File: src/rtl/sevenseg_scan8_if.sv
// Bus between the register-select block (master) and the eight-digit
// seven-segment scanner (slave). The master drives the word and controls.
// The slave drives the anode, segment and decimal-point lines, plus the
// frame pulse.
interface sevenseg_scan8_if;
    logic [31:0] data_reg;    // word to display, nibble k on digit k
    logic        en;          // 1 = scan and display, 0 = dark and frozen
    logic [7:0]  dp_mask;     // decimal point per digit, 1 = lit
    logic [7:0]  an;          // digit anodes, active-low
    logic [6:0]  seg;         // segments {g,f,e,d,c,b,a}, active-low
    logic        dp;          // decimal point, active-low
    logic        frame_tick;  // one-cycle pulse after a new word is latched

    modport master (
        output data_reg, en, dp_mask,
        input  an, seg, dp, frame_tick
    );

    modport slave (
        input  data_reg, en, dp_mask,
        output an, seg, dp, frame_tick
    );
endinterface

File: src/rtl/sevenseg_scan8.sv
// Eight-digit multiplexed driver for a common-anode seven-segment display.
// - Shows a 32-bit word as hex, one digit per REFRESH_DIV-cycle slot.
// - Blanks all anodes for the first BLANK_CYC cycles of each slot to
//   prevent ghosting.
// - The word and the dp mask are shadowed at frame boundaries only, so
//   a display frame never tears.
// - Parameter ranges: REFRESH_DIV 4..2^24, BLANK_CYC 0..REFRESH_DIV-2.
// Optional feature: define LEADING_ZERO_BLANK_EN to blank the leading-zero
// digits above the most significant nonzero nibble. Digit 0 is always shown.
module sevenseg_scan8 #(
    parameter int unsigned REFRESH_DIV = 100000,
    parameter int unsigned BLANK_CYC   = 4
) (
    input  logic             clk,
    input  logic             rst,
    sevenseg_scan8_if.slave  bus
);

    localparam int unsigned     PW         = $clog2(REFRESH_DIV);
    localparam logic [PW-1:0]   PCNT_LAST  = PW'(REFRESH_DIV - 1);
    localparam logic [PW-1:0]   BLANK_END  = PW'(BLANK_CYC);

    // Active-low gfedcba pattern for one hex nibble.
    function automatic logic [6:0] hex_decode(input logic [3:0] nib);
        logic [6:0] s;
        case (nib)
            4'h0:    s = 7'h40;
            4'h1:    s = 7'h79;
            4'h2:    s = 7'h24;
            4'h3:    s = 7'h30;
            4'h4:    s = 7'h19;
            4'h5:    s = 7'h12;
            4'h6:    s = 7'h02;
            4'h7:    s = 7'h78;
            4'h8:    s = 7'h00;
            4'h9:    s = 7'h10;
            4'hA:    s = 7'h08;
            4'hB:    s = 7'h03;
            4'hC:    s = 7'h46;
            4'hD:    s = 7'h21;
            4'hE:    s = 7'h06;
            default: s = 7'h0E;
        endcase
        return s;
    endfunction

    // Scan state
    logic [PW-1:0] pcnt_q, pcnt_d;
    logic [2:0]    idx_q, idx_d;
    logic [31:0]   shadow_q, shadow_d;
    logic [7:0]    mask_q, mask_d;
    logic          load_pending_q, load_pending_d;

    // Registered outputs
    logic [7:0]    an_q, an_d;
    logic [6:0]    seg_q, seg_d;
    logic          dp_q, dp_d;
    logic          frame_tick_q, frame_tick_d;

    logic          term_cnt;
    logic          load;
    logic          in_blank;
    logic          dark;
    logic [3:0]    cur_nib;

`ifdef LEADING_ZERO_BLANK_EN
    logic [2:0]    msd_q, msd_d;
    logic          above_msd;

    // Index of the highest nonzero nibble, 0 when the word is zero.
    function automatic logic [2:0] msd_of(input logic [31:0] w);
        logic [2:0] m;
        m = '0;
        for (int unsigned k = 0; k < 8; k++) begin
            if (w[4*k +: 4] != 4'h0) m = 3'(k);
        end
        return m;
    endfunction
`endif

    // Slot blanking window; a zero-length window is never active.
    generate
        if (BLANK_CYC == 0) begin : g_no_blank
            always_comb in_blank = 1'b0;
        end else begin : g_blank
            always_comb in_blank = (pcnt_q < BLANK_END);
        end
    endgenerate

    // Prescaler, digit index and frame-boundary shadow load.
    always_comb begin
        pcnt_d         = pcnt_q;
        idx_d          = idx_q;
        shadow_d       = shadow_q;
        mask_d         = mask_q;
        load_pending_d = load_pending_q;
        term_cnt       = (pcnt_q == PCNT_LAST);
        load           = 1'b0;
`ifdef LEADING_ZERO_BLANK_EN
        msd_d          = msd_q;
`endif
        if (bus.en) begin
            pcnt_d = term_cnt ? '0 : pcnt_q + 1'b1;
            if (term_cnt) idx_d = idx_q + 3'd1;
            load = load_pending_q || (term_cnt && (idx_q == 3'd7));
        end
        if (load) begin
            shadow_d       = bus.data_reg;
            mask_d         = bus.dp_mask;
            load_pending_d = 1'b0;
`ifdef LEADING_ZERO_BLANK_EN
            msd_d          = msd_of(bus.data_reg);
`endif
        end
        frame_tick_d = load;
    end

    // Output stage: decode the current slot, dark while disabled or blanking.
    always_comb begin
        cur_nib = shadow_q[{idx_q, 2'b00} +: 4];
`ifdef LEADING_ZERO_BLANK_EN
        above_msd = (idx_q > msd_q);
        dark      = !bus.en || in_blank || above_msd;
`else
        dark      = !bus.en || in_blank;
`endif
        an_d  = '1;
        seg_d = '1;
        dp_d  = 1'b1;
        if (!dark) begin
            an_d  = ~(8'd1 << idx_q);
            seg_d = hex_decode(cur_nib);
            dp_d  = ~mask_q[idx_q];
        end
    end

    // All state and outputs, asynchronously reset to a dark display.
    always_ff @(posedge clk or posedge rst) begin
        if (rst) begin
            pcnt_q         <= '0;
            idx_q          <= '0;
            shadow_q       <= '0;
            mask_q         <= '0;
            load_pending_q <= 1'b1;
            an_q           <= '1;
            seg_q          <= '1;
            dp_q           <= 1'b1;
            frame_tick_q   <= 1'b0;
`ifdef LEADING_ZERO_BLANK_EN
            msd_q          <= '0;
`endif
        end else begin
            pcnt_q         <= pcnt_d;
            idx_q          <= idx_d;
            shadow_q       <= shadow_d;
            mask_q         <= mask_d;
            load_pending_q <= load_pending_d;
            an_q           <= an_d;
            seg_q          <= seg_d;
            dp_q           <= dp_d;
            frame_tick_q   <= frame_tick_d;
`ifdef LEADING_ZERO_BLANK_EN
            msd_q          <= msd_d;
`endif
        end
    end

    assign bus.an         = an_q;
    assign bus.seg        = seg_q;
    assign bus.dp         = dp_q;
    assign bus.frame_tick = frame_tick_q;

endmodule
File: src/flat_wrapper.sv
// flat-port wrapper written by rule: the top's interface ports become plain ports
module sevenseg_scan8_flat 
#(
    parameter int unsigned REFRESH_DIV = 100000,
    parameter int unsigned BLANK_CYC   = 4
)
  (clk, rst, bus_data_reg, bus_en, bus_dp_mask, bus_an, bus_seg, bus_dp, bus_frame_tick);
  sevenseg_scan8_if bus_i ();
  input  logic clk;
  input  logic rst;
  input wire logic [$bits(bus_i.data_reg)-1:0] bus_data_reg;
  input wire logic [$bits(bus_i.en)-1:0] bus_en;
  input wire logic [$bits(bus_i.dp_mask)-1:0] bus_dp_mask;
  output wire logic [$bits(bus_i.an)-1:0] bus_an;
  output wire logic [$bits(bus_i.seg)-1:0] bus_seg;
  output wire logic [$bits(bus_i.dp)-1:0] bus_dp;
  output wire logic [$bits(bus_i.frame_tick)-1:0] bus_frame_tick;
  assign bus_i.data_reg = bus_data_reg;
  assign bus_i.en = bus_en;
  assign bus_i.dp_mask = bus_dp_mask;
  assign bus_an = bus_i.an;
  assign bus_seg = bus_i.seg;
  assign bus_dp = bus_i.dp;
  assign bus_frame_tick = bus_i.frame_tick;
  sevenseg_scan8 #(.REFRESH_DIV(REFRESH_DIV), .BLANK_CYC(BLANK_CYC)) u_core (.clk(clk), .rst(rst), .bus(bus_i));
endmodule
File: config.mk
export PLATFORM = sky130hd
export DESIGN_NAME = sevenseg_scan8_flat
export DESIGN_NICKNAME = d
export VERILOG_FILES = /design/src/rtl/sevenseg_scan8_if.sv /design/src/rtl/sevenseg_scan8.sv /design/src/flat_wrapper.sv
export SDC_FILE = /design/constraint.sdc
export NUM_CORES = 1
export LEC_CHECK = 0
export CAP_MARGIN = 0
export CORE_ASPECT_RATIO = 1.2
export CORE_MARGIN = 2
export CORE_UTILIZATION = 25
export CTS_CLUSTER_DIAMETER = 60
export DETAILED_ROUTE_END_ITERATION = 7
export MAX_ROUTING_LAYER = met4
export PLACE_DENSITY = 0.47
export SYNTH_ARGS = -nofsm -noshare
export SYNTH_HDL_FRONTEND = slang
export SYNTH_SLANG_ARGS = --single-unit
File: constraint.sdc
create_clock -name clk -period 3.4 [get_ports clk]
set_input_delay 0.68 -clock clk [delete_from_list [all_inputs] [get_ports clk]]
set_output_delay 0.68 -clock clk [all_outputs]
set_load 0.005 [all_outputs]
==> metrics.csv, run 1 <==
metric,value,unit
finalWirelength,7965,um
power.internal,0.001588,W
setup_viol,0,
r2r-start,u_core.idx_q[1],
grt_pass1_vias,2488,
fin_hold_ws,482.4,ps
antenna_found_initial,0,
grt_pass1_wl,13190,um
netSwitchingFraction,24.06,%
clkTransAtPathRegs,60,ps
slew_violations,0,
yosysSeqAreaShare,53.06,%
dp_hpwl,5796,um
synthesis.nets,338,
synth.distinct_cells,53,
final_layout_size_suffix_gt1_share,26.63,%
overflow,0,
cts_resized,0,
synth_top_area_cell,dfrtp_1,
powerDensity,435.0,mW/mm2
synth_ff_type,dfrtp_1,
syn2layout_area_growth,29.27,%
syn_area,0.003719,mm2
hold_viol_final,0,
ctsRootBufferMaster,clkbuf_16,
dr.pass1.iters,5,
postCtsSetupRepairBufs,0,
combPwrFrac,8.5,%
startpoint_type,flip-flop,
required,3640,ps
htree_num_levels,3,
cts_hold_buf,0,
diodes,0,
final_common_cell,dfrtp_1,
reg2reg_to,u_core.bus.seg[3],
clock_path_buffers,2,
rrSetupSlack,800,ps
die_h,137.6,um
p_leak,2.142,nW
ys_ff_latch,78,
synth_edf_count,0,
drt_iter0_markers,102,
vias,2408,
yosysWarningCount,0,
clkLatencyLatePin,330,ps
cp_max_fo,8,
clkPwrFrac,42.2,%
cts_tree,done,
placementRows,48,
met3_usage,2.640,%
die_w,115.3,um
crit_arrival,2840,ps
holdPathStages,1,
async_reset_ff_share,100.0,%
crit_start,u_core.idx_q[1],
p_switching,0.0005032,W
core_area,0.01447,mm2
fin_crit_sh,76.49,%
grt_setup_unrepaired,false,
min_period,2601,ps
met2_usage,17.02,%
grt_use_met1,14.73,%
via_per_inst,4.354,
hp-start,u_core.mask_q[4],
ios,60,
setup_tns,0,ps
syn_area_per_cell,13.14,um2
worst_pin_slew,689.1,ps
place.gp.congestion,0.7815,
max_clock_freq,0.3845,GHz
power,0.002091,W
routedWlPerCell,14.40,um
antenna_left,0,
cap_violations,0,
r2r_cells,8,
slew_headroom,52.74,%
p_seq_share,49.3,%
ir_drop,237.9,uV
hold_path_end,u_core.mask_q[4],
grt_usage,11.20,%
cts_buffers,9,
dieArea,0.01587,mm2
top_usage_layer,met2,
final_cell_mix,"dfrtp_1, clkdlybuf4s50_1, mux2_2",
initial_core_util,25.69,%
port_buffers,59,
critical_path_class,reg2reg,
status,completed,
grt_max_degree,51,
cts_sinks,78,
hold_path.class,reg2reg,
end_kind,flip-flop,
nets,403,
drc_errors,0,
synth_top_area_share,41.05,%
synthTopCellsByArea,"dfrtp_1, dfstp_2, mux2_2",
syn_inst,283,
skew,4.845,ps
## through the flow
| step | worst slack, ps | util (%) | cells | instance area [um2] |
|---|---|---|---|---|
| 6_report | 799.3 | 33.21 | 553 | 4807 |
| 5_1_grt | 584.5 | 33.21 | 553 | 4807 |
| 4_1_cts | 824.1 | 33.21 | 553 | 4807 |
| 3_5_place_dp | 739.8 | 31.35 | 537 | 4538 |
| 3_3_place_gp | 793.8 | 31.35 | 537 | 4538 |
| 2_1_floorplan | 753.1 | - | 283 | 3719 |
## power by group through the flow
stage          combinational (W)  sequential, W  clock, W
2_1_floorplan          0.0000895        0.00103         0
4_1_cts                 0.000183        0.00103  0.000912
3_5_place_dp            0.000183        0.00105         0
6_report                0.000177        0.00103  0.000882
5_1_grt                 0.000199        0.00104  0.000958
3_3_place_gp            0.000182        0.00105         0
## per-layer routing
metal	part of all wire, %	vias to the layer above	routed length (um)
li1	-	1149	-
met1	48	1203	3823
met2	48	49	3789
met3	3.4	7	267
met4	1.1	0	84
met5	0	-	0
## critical path, cell delays in order, from the launching register on
cell and delay, ps:
dfrtp_1 530, mux4_2 550, mux2i_1 570, inv_1 150, ha_1 230, inv_1 90
nor3_1 80, a211oi_1 240, a31oi_1 80
## sequential cells by signal, indices dropped and copies added (netlist names)
signal / flops
u_core.bus.an: 8
u_core.bus.dp: 1
u_core.bus.frame_tick: 1
u_core.bus.seg: 7
u_core.idx_q: 3
u_core.load_pending_q: 1
u_core.mask_q: 8
u_core.pcnt_q: 17
u_core.shadow_q: 32
## synth_stat cells, types with 2 or more instances
master / n
dfstp_2: 17
inv_2: 2
mux2_1: 7
o21ai_0: 5
dfrtp_1: 61
and3_1: 3
mux2_2: 36
nand4_1: 2
inv_1: 8
nand3_1: 8
nor2_1: 8
xnor2_1: 7
o221ai_1: 2
nor2_2: 2
mux4_2: 6
ha_1: 12
mux2i_1: 4
mux4_1: 2
buf_2: 3
or3_1: 3
buf_6: 2
and4_1: 2
o21ai_1: 3
nor2b_1: 2
nand2_1: 22
buf_4: 5
nor3_1: 7
a21oi_1: 7
nand2b_1: 2
xor2_1: 6
a22o_1: 2
nor4_1: 4
## logic make-up after synthesis
kind of cell | Yosys count | synth area share, %
AO/OA/AOI/OAI | 33 | 6.595
adder cells (fa/ha/maj) | 12 | 4.038
multiplexers | 57 | 20.15
buffers and inverters | 21 | 3.129
flip-flops | 78 | 53.06
XOR/XNOR | 13 | 3.062
AND/OR/NAND/NOR | 69 | 9.959
## how the worst max path moves through the flow
stage	to	slack (ps)	depth (start not counted)
2_1_floorplan	u_core.bus.frame_tick	750	1
6_report	u_core.bus.seg[3]	800	8
3_3_place_gp	u_core.pcnt_q[16]	790	6
5_1_grt	u_core.bus.seg[3]	580	8
3_5_place_dp	u_core.shadow_q[10]	740	4
4_1_cts	u_core.bus.seg[3]	820	8
## cell type report
cell class                 instances  area, um2
inverter                          10      37.54
fill                            1468       9667
multi-input combinational        184       1629
tap                              200      250.2
clock buffer                      12      246.5
clock inverter                     4      22.52
sequential                        78       1973
timing repair buffer              65      648.1
No activity file was read; power rests on OpenSTA's default activity.
==> run 2, diff against run 1 <==
--- a/config.mk
+++ b/config.mk
@@ -12,7 +12,7 @@
 export CTS_CLUSTER_DIAMETER = 60
 export DETAILED_ROUTE_END_ITERATION = 7
 export MAX_ROUTING_LAYER = met4
-export PLACE_DENSITY = 0.47
+export PLACE_DENSITY = 0.49
 export SYNTH_ARGS = -nofsm -noshare
 export SYNTH_HDL_FRONTEND = slang
 export SYNTH_SLANG_ARGS = --single-unit
==> constraint.sdc (replaced) <==
create_clock -name clk -period 2.38 [get_ports clk]
set_input_delay 0.476 -clock clk [delete_from_list [all_inputs] [get_ports clk]]
set_output_delay 0.476 -clock clk [all_outputs]
set_load 0.005 [all_outputs]
==> run 2 against run 1 <==
Compared with the run above:
- core utilization rose by 0.80 points
- clock power rose by 49%
- routed wire length fell by 0.40%
- register-to-register slack got worse by 600 ps
- global-route usage fell by 0.087 points
- sequential cell count did not move
- clock skew barely moved
- worst setup slack got worse by 600 ps
- largest power group unchanged
- sequential power rose by 43%
- critical path type unchanged
- design area rose by 2.4%
==> metrics.csv, run 2 (synthesis gave the netlist of run 1 again) <==
metric,value,unit,change
power,0.003041,W,+45%
top_regs,"u_core.shadow_q (32), u_core.pcnt_q (17)",,
hold_path.class,reg2reg,,
grt_pass1_wl,13260,um,+0.52%
design_area,0.004922,mm2,+2.4%
cts_tree,done,,
diodes,0,,unchanged
cts_buffers,9,,unchanged
antenna_found_initial,0,,unchanged
htree_num_levels,3,,unchanged
ios,60,,unchanged
via_per_inst,4.371,,+0.39%
ctsRootBufferMaster,clkbuf_16,,
status,completed,,
place.gp.congestion,0.8486,,+8.6%
place_area,0.004629,mm2,+2.0%
setup_tns,0,ps,unchanged
drc_errors,0,,unchanged
path_delay_family,multiplexers,,
worst_pin_slew,467.8,ps,-221.3 ps
overflow,0,,unchanged
ir_drop,314.4,uV,+32%
p_leak,2.199,nW,+2.7%
final_cell_mix,"dfrtp_1, clkdlybuf4s50_1, mux2_2",,
cts_hold_buf,0,,unchanged
powerDensity,617.8,mW/mm2,+42%
critical_path_class,reg2reg,,
largest_reg_flops,32,,unchanged
grt_max_degree,79,,+55%
port_buffers,59,,unchanged
vias,2461,,+2.2%
nFillCells,1450,,-1.2%
critPathSlowestCell,mux4_2,,
startpoint_type,flip-flop,,
final_layout_size_suffix_gt1_share,29.48,%,+2.8 points
top_register,u_core.shadow_q,,
slew_headroom,68.53,%,+16 points
crit_arrival,2430,ps,-410 ps
initial_core_util,25.69,%,unchanged
grt_setup_unrepaired,false,,
dieArea,0.01587,mm2,unchanged
core_area,0.01447,mm2,unchanged
drt_iter0_markers,69,,-32%
finalWirelength,7933,um,-0.40%
crit_chain,"mux4_2, mux2_2, inv_2, ha_1, nor3_1, a21oi_1, a31oi_1",,
required,2630,ps,-1010 ps
grt_usage,11.11,%,-0.087 points
routedWlPerCell,14.09,um,-2.2%
cts_sinks,78,,unchanged
slew_violations,0,,unchanged
max_clock_freq,0.4592,GHz,+19%
dr.pass1.iters,4,,-1
cap_violations,0,,unchanged
placementRows,48,,unchanged
die_h,137.6,um,unchanged
critPathBufInv,1,,-1
nets,413,,+2.5%
antenna_left,0,,unchanged
end_kind,flip-flop,,
hold_viol_final,0,,unchanged
fin_crit_sh,91.50,%,+15 points
syn2layout_area_growth,32.37,%,
min_period,2178,ps,-422.9 ps
skew,4.723,ps,-0.1228 ps
clkTransAtPathRegs,60,ps,about the same
rrSetupSlack,200,ps,-600 ps
final_common_cell,dfrtp_1,,
final_util,34.01,%,+0.80 points
dp_hpwl,5845,um,+0.84%
clkLatencyLatePin,330,ps,about the same
setup_viol,0,,unchanged
fin_hold_ws,482.9,ps,+0.5140 ps
clock_path_buffers,2,,unchanged
die_w,115.3,um,unchanged
cp_max_fo,5,,-3
slowest_delay,510,ps,-60 ps
grt_pass1_vias,2559,,+2.9%
-- run 2: changes by cell type in the layout (fill, tap and decap cells not counted), sizes merged --
cell / delta
buf: +10
clkbuf: +1
clkinv: -1
clkinvlp: +1
inv: -1
-- run 2: cell type report --
| type | count | area, um2 | area share [%] |
|---|---|---|---|
| inverters | 10 | 41.29 | 0.8388 |
| flip-flops and latches | 78 | 1974 | 40.11 |
| well taps | 200 | 250.2 | 5.084 |
| repair buffers | 75 | 735.7 | 14.95 |
| clock inverters | 3 | 17.52 | 0.3559 |
| clock buffers | 13 | 270.3 | 5.491 |
| multi-input cells | 184 | 1633 | 33.17 |
-- run 2: report_power, final --
group	switching, W	internal (W)
Clock	0.000521	0.000788
Combinational	0.000106	0.000151
Sequential	0.0000799	0.00139
-- run 2: routing by layer --
layer | share of wire (%) | GRT usage [%]
met1 | 48 | 14.43
met5 | 0 | -
met2 | 47 | 16.60
met3 | 3.5 | 2.552
met4 | 1.9 | 4.819
-- run 2: worst paths after layout --
| check | from | endpoint | cells after the start |
|---|---|---|---|
| worst min-delay path | u_core.shadow_q[30] | u_core.shadow_q[30] | 1 |
| worst max register to register | u_core.idx_q[1] | u_core.bus.seg[3] | 7 |
| max in group asynchronous | rst | u_core.bus.seg[0] | 3 |
| worst max-delay path | u_core.idx_q[1] | u_core.bus.seg[3] | 7 |
| min in group asynchronous | rst | u_core.mask_q[2] | 3 |
| worst min register to register | u_core.shadow_q[30] | u_core.shadow_q[30] | 1 |
-- run 2: worst reg2reg max path, stage by stage (launching register included) --
cell and delay [ps]:
dfrtp_2 450, mux4_2 510, mux2_2 320, inv_2 110
ha_1 250, nor3_1 200, a21oi_1 70, a31oi_1 190
-- run 2: what timing repair did --
item,4_1_cts,5_1_grt
resized for setup,0,2
setup buffers,0,0
endpoints found under the setup margin,0,3
-- run 2: per-stage QoR --
stage	setup slack, ps	std cells
6_report	202.2	563
5_1_grt	51.19	563
4_1_cts	90.89	563
3_5_place_dp	118.6	547
3_3_place_gp	216.5	547
2_1_floorplan	176.9	283
==> run 3, diff against run 2 <==
--- a/config.mk
+++ b/config.mk
@@ -9,10 +9,9 @@
 export CORE_ASPECT_RATIO = 1.2
 export CORE_MARGIN = 2
 export CORE_UTILIZATION = 25
-export CTS_CLUSTER_DIAMETER = 60
 export DETAILED_ROUTE_END_ITERATION = 7
 export MAX_ROUTING_LAYER = met4
-export PLACE_DENSITY = 0.49
+export PLACE_DENSITY = 0.47
 export SYNTH_ARGS = -nofsm -noshare
 export SYNTH_HDL_FRONTEND = slang
 export SYNTH_SLANG_ARGS = --single-unit
==> constraint.sdc (replaced) <==
create_clock -name clk -period 2.67 [get_ports clk]
set_input_delay 0.534 -clock clk [delete_from_list [all_inputs] [get_ports clk]]
set_output_delay 0.534 -clock clk [all_outputs]
set_load 0.005 [all_outputs]
==> run 3 against run 2 <==
Compared with the run above:
- sequential cell count unchanged
- register-to-register slack improved by 160 ps
- hold slack got worse by 5.4 ps
- clock power decreased by 8%
- clock skew increased by 4.7 ps
- power decreased by 9.9%
- worst setup slack improved by 160 ps
- clock-buffer cell count increased by 1
- fmax decreased by 5.5%
- via count decreased by 1.2%
- sequential share of layout area increased by 0.39 points
- critical path type unchanged
- critical endpoint unchanged
==> metrics.csv, run 3 (synthesis gave the netlist of run 1 again) <==
metric,value,unit,change
antenna_left,0,,unchanged
clkLatencyLatePin,340,ps,about the same
place.gp.congestion,0.8261,,-2.7%
vias,2431,,-1.2%
r2r-start,u_core.idx_q[1],,
status,completed,,
die_w,115.3,um,unchanged
core_area,0.01447,mm2,unchanged
cp_max_fo,10,,+5
largest_reg_flops,32,,unchanged
ctsRootBufferMaster,clkbuf_16,,
drc_errors,0,,unchanged
path_delay_family,multiplexers,,
overflow,0,,unchanged
worst_pin_slew,501.5,ps,+33.69 ps
hold_path.class,reg2reg,,
initial_core_util,25.69,%,unchanged
finalWirelength,8102,um,+2.1%
rrSetupSlack,370,ps,+160 ps
setup_viol,0,,unchanged
dieArea,0.01587,mm2,unchanged
reg2reg_to,u_core.bus.seg[3],,
antenna_found_initial,0,,unchanged
clock_path_buffers,2,,unchanged
cap_violations,0,,unchanged
fin_hold_ws,477.4,ps,-5.445 ps
powerDensity,562.1,mW/mm2,-9.0%
skew,9.449,ps,+4.727 ps
routedWlPerCell,14.49,um,+2.9%
ir_drop,245.7,uV,-22%
crit_arrival,2560,ps,+130 ps
crit_start,u_core.idx_q[1],,
crit_chain,"mux4_2, mux2_2, inv_2, ha_1, nor3_1, a21oi_1, a31oi_1",,
grt_pass1_vias,2588,,+1.1%
ios,60,,unchanged
min_period,2303,ps,+125.6 ps
cts_resized,0,,unchanged
final_cell_mix,"dfrtp_1, clkdlybuf4s50_1, mux2_2",,
slew_headroom,66.26,%,-2.3 points
setup_tns,0,ps,unchanged
holdPathStages,1,,unchanged
grt_usage,11.64,%,+0.53 points
postCtsSetupRepairBufs,0,,unchanged
r2r_cells,7,,unchanged
top_register,u_core.shadow_q,,
finalWorstSetupSlack,366.6,ps,+164.4 ps
top_regs,"u_core.shadow_q (32), u_core.pcnt_q (17)",,
nets,409,,-0.97%
slew_violations,0,,unchanged
final_common_cell,dfrtp_1,,
required,2930,ps,+300 ps
final_layout_size_suffix_gt1_share,27.30,%,-2.2 points
critPathBufInv,1,,unchanged
final_util,33.66,%,-0.35 points
grt_setup_unrepaired,false,,
pre_cts_slack,345.4,ps,+226.7 ps
cts_tree,done,,
startpoint_type,flip-flop,,
syn2layout_area_growth,31.02,%,
hp-start,u_core.mask_q[4],,
p_leak,2.179,nW,-0.92%
slowest_delay,570,ps,+60 ps
placementRows,48,,unchanged
nFillCells,1440,,-0.69%
cp.depth,7,,unchanged
drt_iter0_markers,77,,+12%
clkTransAtPathRegs,50,ps,about the same
grt_max_degree,40,,-49%
htree_num_levels,3,,unchanged
critPathSlowestCell,dfrtp_1,,
port_buffers,59,,unchanged
dp_hpwl,6051,um,+3.5%
grt_pass1_wl,13460,um,+1.5%
layout.cells.non_filler,559,,-0.71%
hold_viol_final,0,,unchanged
cts_hold_buf,0,,unchanged
critical_path_class,reg2reg,,
cts_sinks,78,,unchanged
post-place-cells,543,,-0.73%
fin_crit_sh,86.27,%,-5.2 points
die_h,137.6,um,unchanged
end_kind,flip-flop,,
dr.pass1.iters,4,,unchanged
cts_buffers,9,,unchanged
diodes,0,,unchanged
via_per_inst,4.349,,-0.51%
max_clock_freq,0.4341,GHz,-5.5%
hold_path_end,u_core.mask_q[4],,
-- run 3: cell types whose count changed in the layout (fill, tap and decap cells not counted), sizes merged --
cell      change
buf           -4
bufinv        +1
inv           +1
clkbuf        +1
clkinvlp      -2
clkinv        -1
-- run 3: where the power goes --
group	switching, W	leakage (nW)	internal [W]	total, W
clock network	0.000457	0.141	0.000749	0.00121
registers	0.0000663	0.997	0.00124	0.00131
logic	0.0000943	1.04	0.000129	0.000223
total	0.000618	2.18	0.00212	0.00274
-- run 3: layout make-up --
cell class / instances / area (um2) / area share (%)
tap: 200 / 250.2 / 5.136
multi-input combinational: 184 / 1629 / 33.44
sequential: 78 / 1973 / 40.50
clock inverter: 2 / 35.03 / 0.7191
clock buffer: 14 / 254.0 / 5.213
inverter: 10 / 37.54 / 0.7704
timing repair buffer: 71 / 693.2 / 14.23
-- run 3: metal layers --
metal,global-route usage (%),routed length (um),up-vias
li1,-,-,1166
met1,14.49,3784,1204
met2,17.54,3853,49
met3,2.552,256,12
met4,6.426,208,0
met5,-,0,-
-- run 3: how the worst max path moves through the flow --
stage                                        to  slack [ps]
after floorplan           u_core.bus.frame_tick         170
after global placement        u_core.pcnt_q[15]         380
after detailed placement      u_core.bus.seg[3]         350
after CTS                     u_core.bus.seg[3]         330
after global routing          u_core.bus.seg[3]         210
final                         u_core.bus.seg[3]         370
-- run 3: stage by stage --
stage / total power [W] / instance area, um2
final: 0.002739 / 4872
after global routing: 0.002861 / 4872
after CTS: 0.002791 / 4872
after detailed placement: 0.001558 / 4583
after global placement: 0.001559 / 4583
after floorplan: 0.001430 / 3719
-- run 3: worst reg2reg max path, cell delays in order, from the launching register on --
cell,delay (ps)
dfrtp_1,570
mux4_2,550
mux2_2,320
inv_2,100
ha_1,250
nor3_1,200
a21oi_1,60
a31oi_1,180
